**config.mk**
```make
export PLATFORM = sky130hd
export DESIGN_NAME = icache_dm_rv32
export DESIGN_NICKNAME = d
export VERILOG_FILES = /design/src/rtl/rv32_cache_pkg.sv /design/src/rtl/icache_line_store.sv /design/src/rtl/icache_dm_rv32.sv
export SDC_FILE = /design/constraint.sdc
export NUM_CORES = 2
export LEC_CHECK = 0
export ABC_AREA = 1
export ABC_CLOCK_PERIOD_IN_PS = 5200
export CELL_PAD_IN_SITES_DETAIL_PLACEMENT = 1
export CELL_PAD_IN_SITES_GLOBAL_PLACEMENT = 1
export CORE_UTILIZATION = 39
export CTS_BUF_LIST = sky130_fd_sc_hd__clkbuf_4
export CTS_CLUSTER_DIAMETER = 80
export DETAILED_ROUTE_END_ITERATION = 7
export PLACE_DENSITY = 0.65
export SYNTH_ARGS = -nofsm -noshare
export SYNTH_HDL_FRONTEND = slang
export SYNTH_SLANG_ARGS = --single-unit
```
**constraint.sdc**
```tcl
create_clock -name iCLK -period 5.2 [get_ports iCLK]
set_clock_uncertainty 0.1 [all_clocks]
set_input_delay 1.04 -clock iCLK [delete_from_list [all_inputs] [get_ports iCLK]]
set_output_delay 1.04 -clock iCLK [all_outputs]
set_load 0.01 [all_outputs]
```
**src/rtl/rv32_cache_pkg.sv**
```systemverilog
// rv32_cache_pkg: shared cache geometry, FSM encoding and address-field helpers
//  LINES_DEF/LINE_WORDS_DEF : default geometry
//  OFF_W/IDX_W/TAG_W         : field widths for the default geometry
//  addrOff/addrIdx/addrTag   : extract word offset, line index, tag from a byte address
//  lineBase                  : byte address of the first word of the containing line
package rv32_cache_pkg;
  localparam int LINES_DEF = 16;
  localparam int LINE_WORDS_DEF = 4;
  localparam int OFF_W = $clog2(LINE_WORDS_DEF);
  localparam int IDX_W = $clog2(LINES_DEF);
  localparam int TAG_W = 30 - OFF_W - IDX_W;
  typedef enum logic {IDLE, REFILL} cacheState_t;
  function automatic logic [31:0] addrOff(input logic [31:0] a, input int offW);
    return (a >> 2) & ((32'd1 << offW) - 32'd1);
  endfunction
  function automatic logic [31:0] addrIdx(input logic [31:0] a, input int offW, input int idxW);
    return (a >> (offW + 2)) & ((32'd1 << idxW) - 32'd1);
  endfunction
  function automatic logic [31:0] addrTag(input logic [31:0] a, input int offW, input int idxW);
    return a >> (offW + idxW + 2);
  endfunction
  function automatic logic [31:0] lineBase(input logic [31:0] a, input int offW);
    return a & ~((32'd1 << (offW + 2)) - 32'd1);
  endfunction
endpackage

```
**src/rtl/icache_line_store.sv**
```systemverilog
// icache_line_store: tag, valid and data arrays of the direct-mapped instruction cache
//  iCLK, iRST           : clock, async active-high reset (clears valid bits only)
//  iFlush               : invalidate every line; wins over a same-edge valid write
//  iRdIdx, iRdOff       : async read port -> oRdData, oRdTag, oRdValid
//  iWrEn/iWrIdx/iWrOff/iWrData : sync word write
//  iTagWe/iTag/iValid   : sync tag and valid write for line iWrIdx
module icache_line_store #(
  parameter int LINES = 16,
  parameter int LINE_WORDS = 4,
  parameter int TAG_W = 26
) (
  input  logic                          iCLK,
  input  logic                          iRST,
  input  logic                          iFlush,
  input  logic [$clog2(LINES)-1:0]      iRdIdx,
  input  logic [$clog2(LINE_WORDS)-1:0] iRdOff,
  output logic [31:0]                   oRdData,
  output logic [TAG_W-1:0]              oRdTag,
  output logic                          oRdValid,
  input  logic                          iWrEn,
  input  logic [$clog2(LINES)-1:0]      iWrIdx,
  input  logic [$clog2(LINE_WORDS)-1:0] iWrOff,
  input  logic [31:0]                   iWrData,
  input  logic                          iTagWe,
  input  logic [TAG_W-1:0]              iTag,
  input  logic                          iValid
);
  logic [31:0] dataRam [LINES*LINE_WORDS];
  logic [TAG_W-1:0] tagRam [LINES];
  logic [LINES-1:0] valid;
  assign oRdData = dataRam[{iRdIdx, iRdOff}];
  assign oRdTag = tagRam[iRdIdx];
  assign oRdValid = valid[iRdIdx];
  always_ff @(posedge iCLK) begin
    if (iWrEn) dataRam[{iWrIdx, iWrOff}] <= iWrData;
    if (iTagWe) tagRam[iWrIdx] <= iTag;
  end
  always_ff @(posedge iCLK or posedge iRST) begin
    if (iRST) valid <= '0;
    else if (iFlush) valid <= '0;
    else if (iTagWe) valid[iWrIdx] <= iValid;
  end
endmodule

```
**src/rtl/icache_dm_rv32.sv**
```systemverilog
// icache_dm_rv32: direct-mapped read-only instruction cache with word-serial line refill
//  iCLK, iRST        : clock, async active-high reset
//  iPCADDR           : fetch byte address; oPCDATA valid when oStallI=0, else 0
//  oStallI           : word not available this cycle
//  iFlush            : one-cycle pulse invalidating all lines
//  oMemReq/oMemAddr  : backing-memory word request, held until iMemAck
//  iMemAck/iMemData  : one-cycle read response for the current oMemAddr
module icache_dm_rv32
  import rv32_cache_pkg::*;
#(
  parameter int LINES = LINES_DEF,
  parameter int LINE_WORDS = LINE_WORDS_DEF
) (
  input  logic        iCLK,
  input  logic        iRST,
  input  logic [31:0] iPCADDR,
  output logic [31:0] oPCDATA,
  output logic        oStallI,
  input  logic        iFlush,
  output logic        oMemReq,
  output logic [31:0] oMemAddr,
  input  logic        iMemAck,
  input  logic [31:0] iMemData
);
  localparam int offW = $clog2(LINE_WORDS);
  localparam int idxW = $clog2(LINES);
  localparam int tagW = 30 - offW - idxW;
  cacheState_t state;
  logic [offW-1:0] cnt, pcOff;
  logic [idxW-1:0] pcIdx, fillIdx;
  logic [tagW-1:0] pcTag, fillTag, rdTag;
  logic [31:0] fillBase, rdData;
  logic flushPend, rdValid, hit, beat, lastBeat;
  assign pcOff = offW'(addrOff(iPCADDR, offW));
  assign pcIdx = idxW'(addrIdx(iPCADDR, offW, idxW));
  assign pcTag = tagW'(addrTag(iPCADDR, offW, idxW));
  assign fillIdx = idxW'(addrIdx(fillBase, offW, idxW));
  assign fillTag = tagW'(addrTag(fillBase, offW, idxW));
  assign hit = rdValid && rdTag == pcTag;
  assign oStallI = !(state == IDLE && hit);
  assign oPCDATA = oStallI ? '0 : rdData;
  // acks outside an active request are ignored
  assign beat = state == REFILL && oMemReq && iMemAck;
  assign lastBeat = beat && cnt == offW'(LINE_WORDS - 1);
  // a flush seen at any point of the refill, including the final beat, leaves the line invalid
  icache_line_store #(.LINES(LINES), .LINE_WORDS(LINE_WORDS), .TAG_W(tagW)) store (
    .iCLK(iCLK), .iRST(iRST), .iFlush(iFlush),
    .iRdIdx(pcIdx), .iRdOff(pcOff), .oRdData(rdData), .oRdTag(rdTag), .oRdValid(rdValid),
    .iWrEn(beat), .iWrIdx(fillIdx), .iWrOff(cnt), .iWrData(iMemData),
    .iTagWe(lastBeat), .iTag(fillTag), .iValid(!flushPend)
  );
  always_ff @(posedge iCLK or posedge iRST) begin
    if (iRST) begin
      state <= IDLE;
      oMemReq <= 1'b0;
      oMemAddr <= '0;
      cnt <= '0;
      fillBase <= '0;
      flushPend <= 1'b0;
    end else if (state == IDLE) begin
      flushPend <= 1'b0;
      if (!hit) begin
        state <= REFILL;
        oMemReq <= 1'b1;
        oMemAddr <= lineBase(iPCADDR, offW);
        fillBase <= lineBase(iPCADDR, offW);
        cnt <= '0;
      end
    end else begin
      if (iFlush) flushPend <= 1'b1;
      if (beat) begin
        cnt <= cnt + offW'(1);
        oMemAddr <= oMemAddr + 32'd4;
        if (lastBeat) begin
          state <= IDLE;
          oMemReq <= 1'b0;
        end
      end
    end
  end
endmodule

```
==> impl_metrics.py <==
metrics = {
    "status": {
        "status": "completed",
    },
    "logic_synthesis": {
        "syn_avg_cell_area_um2": 12.8,
        "ys_ff_latch": 2511,
        "ys_seq_area_frac": 0.743,
        "synth_edf_count": 2432,
        "synthesis.area_um2": 101000,
        "yosysUniqueCellTypes": 43,
        "synthArstFlopShare": 0.0315,
        "synthCells": 7908,
        "synth-main-ff-cell": "edfxtp_1",
        "yosysWarnings": 0,
    },
    "die": {
        "die_w_um": 511,
        "num_rows": 186,
        "io_pins": 134,
        "die-area_um2": 261000,
        "initial_utilization": 0.393,
        "die_h_um": 511,
        "core_area_um2": 257000,
    },
    "global_route": {
        "grt_antenna_before_repair": 26,
        "grt.total_usage": 0.260,
        "overflow": 0,
        "grt_pass1_wl_um": 500000,
        "grt_max_degree": 131,
        "grt_pass1_vias": 74711,
    },
    "drt": {
        "ant_nets": 0,
        "dr.pass1.iters": 6,
        "wl_per_cell_um": 27.7,
        "drc_errors": 0,
        "drtIter0Drc": 6673,
        "routed_wl_um": 346000,
        "dr_total_vias": 72063,
        "drt-vias-per-instance": 5.76,
    },
    "hold_path": {
        "min_path_type": "in -> reg",
        "hold_depth": 1,
    },
    "placement": {
        "dp_hpwl_um": 201000,
        "dp_slack_ps": -67.8,
        "dp.cells": 11361,
        "io_buffers": 129,
        "place_congestion": 0.826,
    },
    "timing": {
        "period_needed_ps": 5010,
        "fmax_mhz": 199,
        "slew_headroom": 0.137,
        "hold_viol_final": 0,
        "min_period_over_period": 0.964,
        "tightest_slew_ps": 1300,
        "maxSlewViolCount": 0,
        "setup_viol": 0,
        "fin_ws_ps": 185,
        "fin_setup_tns_ps": 0,
    },
    "critical_path": {
        "worstSetupStartpointType": "flop",
        "critical_path_class": "reg -> out",
        "endpoint_kind": "primary output",
        "critPathRequiredTime_ps": 4060,
        "cp_data_arrival_time_ps": 3870,
        "worstPathMaxFanout": 17,
        "r2r_cells": 7,
    },
    "power": {
        "irDropWorstVdd_uv": 245,
        "cellLeakagePower_nw": 41.5,
        "power_per_cell_area_nw_per_um2": 389,
    },
    "clocking": {
        "cts.sinks": 2511,
        "postCtsSetupRepairBufs": 0,
        "cts_hold_buf": 0,
        "cts_resized": 37,
        "path_clk_slew_ps": 80,
        "cts_made_buffers": 663,
        "root_buffer": "clkbuf_4",
        "clk_latency_ps": 1330,
        "cts.path.max_buffers": 4,
        "cts_tree": "done",
        "htreeDepth": 6,
    },
    "finish": {
        "fill_cells": 26759,
        "final_common_cell": "edfxtp_1",
        "area.growth.synth_to_final_pct": 17.3,
        "regArea_um2": 75000,
        "drive_above_1_share": 0.183,
        "final_cell_mix": "edfxtp_1 (2432), nand2_1 (1624), clkbuf_4 (970), nor2_1 (666), o21ai_0 (663)",
        "multiInputGateArea_um2": 23300,
        "final_cells": 12502,
        "nNetsFinal": 8712,
    },
    "flow_run": {
        "cap_violations": 0,
    },
}
-- synthesized netlist by cell type (3+ instances only) --
cell,instances,share of area
a211oi_1,4,0.00030
a21oi_1,387,0.019
a221o_1,74,0.0073
a221oi_1,50,0.0043
a31oi_1,4,0.00025
a32o_1,124,0.012
buf_1,34,0.0013
buf_2,52,0.0026
buf_4,15,0.0011
buf_6,15,0.0017
clkbuf_1,444,0.017
dfrtp_1,79,0.020
edfxtp_1,2432,0.72
inv_1,227,0.0084
inv_2,3,0.00011
nand2_1,1626,0.060
nand3_1,444,0.022
nand4_1,14,0.00087
nor2_1,744,0.028
nor3_1,9,0.00045
nor4_1,5,0.00031
o211ai_1,137,0.010
o21ai_0,663,0.033
o21ai_1,20,0.00099
o221ai_1,248,0.022
o22ai_1,24,0.0015
xnor2_1,5,0.00043
xor2_1,6,0.00052
-- metrics by stage --
stage | hold slack (ps) | area (µm²) | total power [mW] | util
detailed placement | 410 | 110000 | 29.0 | 0.428
finish | 155 | 118000 | 46.0 | 0.461
global route | 99.5 | 118000 | 47.7 | 0.460
CTS | 2.95 | 118000 | 46.4 | 0.461
global placement | 399 | 110000 | 28.8 | 0.428
floorplan | 390 | 101000 | 26.3 | -
-- registers in the layout, summed over array words and instances, names as in the netlist --
name and cells:
flushPend 1, store.tagRam 384, store.valid 16, store.dataRam 2048, oMemReq 1, cnt 2, oMemAddr 30, state 1
fillBase 28
-- final timing paths --
path	start	endpoint	slack (ps)
max in group asynchronous	iRST	fillBase[26]$_DFFE_PP0P_	3680
min	iMemData[19]	store.dataRam[16][19]$_DFFE_PP_	150
min in group asynchronous	iRST	cnt[0]$_DFFE_PP0P_	250
min reg2reg	oMemReq$_DFFE_PP0P_	oMemReq$_DFFE_PP0P_	420
max	store.tagRam[14][7]$_DFFE_PP_	oPCDATA[16]	190
max reg2reg	state$_DFF_PP0_	store.tagRam[6][2]$_DFFE_PP_	1270
-- kinds of logic (layout without fill, tap and decap cells) --
family                     Yosys count  in the layout  synth area share
AOI/OAI and AO/OA                 1741           1741             0.111
xor gates and xnor gates            11             11          0.000955
adders and majority gates            2              2          0.000248
buffers and inverters              793           1990            0.0318
DFF                               2511           2511             0.743
other                                1             14         0.0000372
and+or+nand+nor                   2849           2849             0.112
-- layer usage --
layer  track usage  vias to the layer above  wire, µm
met5             0                        -       127
met4         0.115                       18     14200
met3        0.0476                      733     25600
met2         0.421                     3004    163000
met1         0.340                    37269    144000
li1              -                    31039         -
-- layout make-up --
type,instances,area share
Clock inverter,159,0.00881
Clock buffer,970,0.0615
Timing Repair Buffer,628,0.0550
Antenna cell,12,0.000254
Inverter,233,0.00781
Multi-Input combinational cell,4605,0.197
Sequential cell,2511,0.634
Tap cell,3384,0.0358
-- critical path: stages (launching register included) --
cell and delay (ps):
edfxtp_1 370, inv_1 60, nand2_1 50, nand3_1 80
nand3_1 80, nand3_1 160, nand2_1 80, nand2_1 60
nand2_1 140, nor2_1 130, nand2_1 70, nor2_2 150
nand2_2 100, nor3_2 110, buf_4 190, inv_4 90
buf_12 150, buf_12 140, nor2_1 90, clkdlybuf4s15_1 250
-- where the power goes --
| part | internal [mW] | switching, mW | total [mW] | leakage (nW) |
|---|---|---|---|---|
| combinational | 1.32 | 3.23 | 4.55 | 13.7 |
| sequential | 23.3 | 0.758 | 24.1 | 22.9 |
| clock | 9.15 | 8.26 | 17.4 | 4.95 |
| total | 33.8 | 12.2 | 46.0 | 41.5 |
Power figures use the tool's default switching activity.
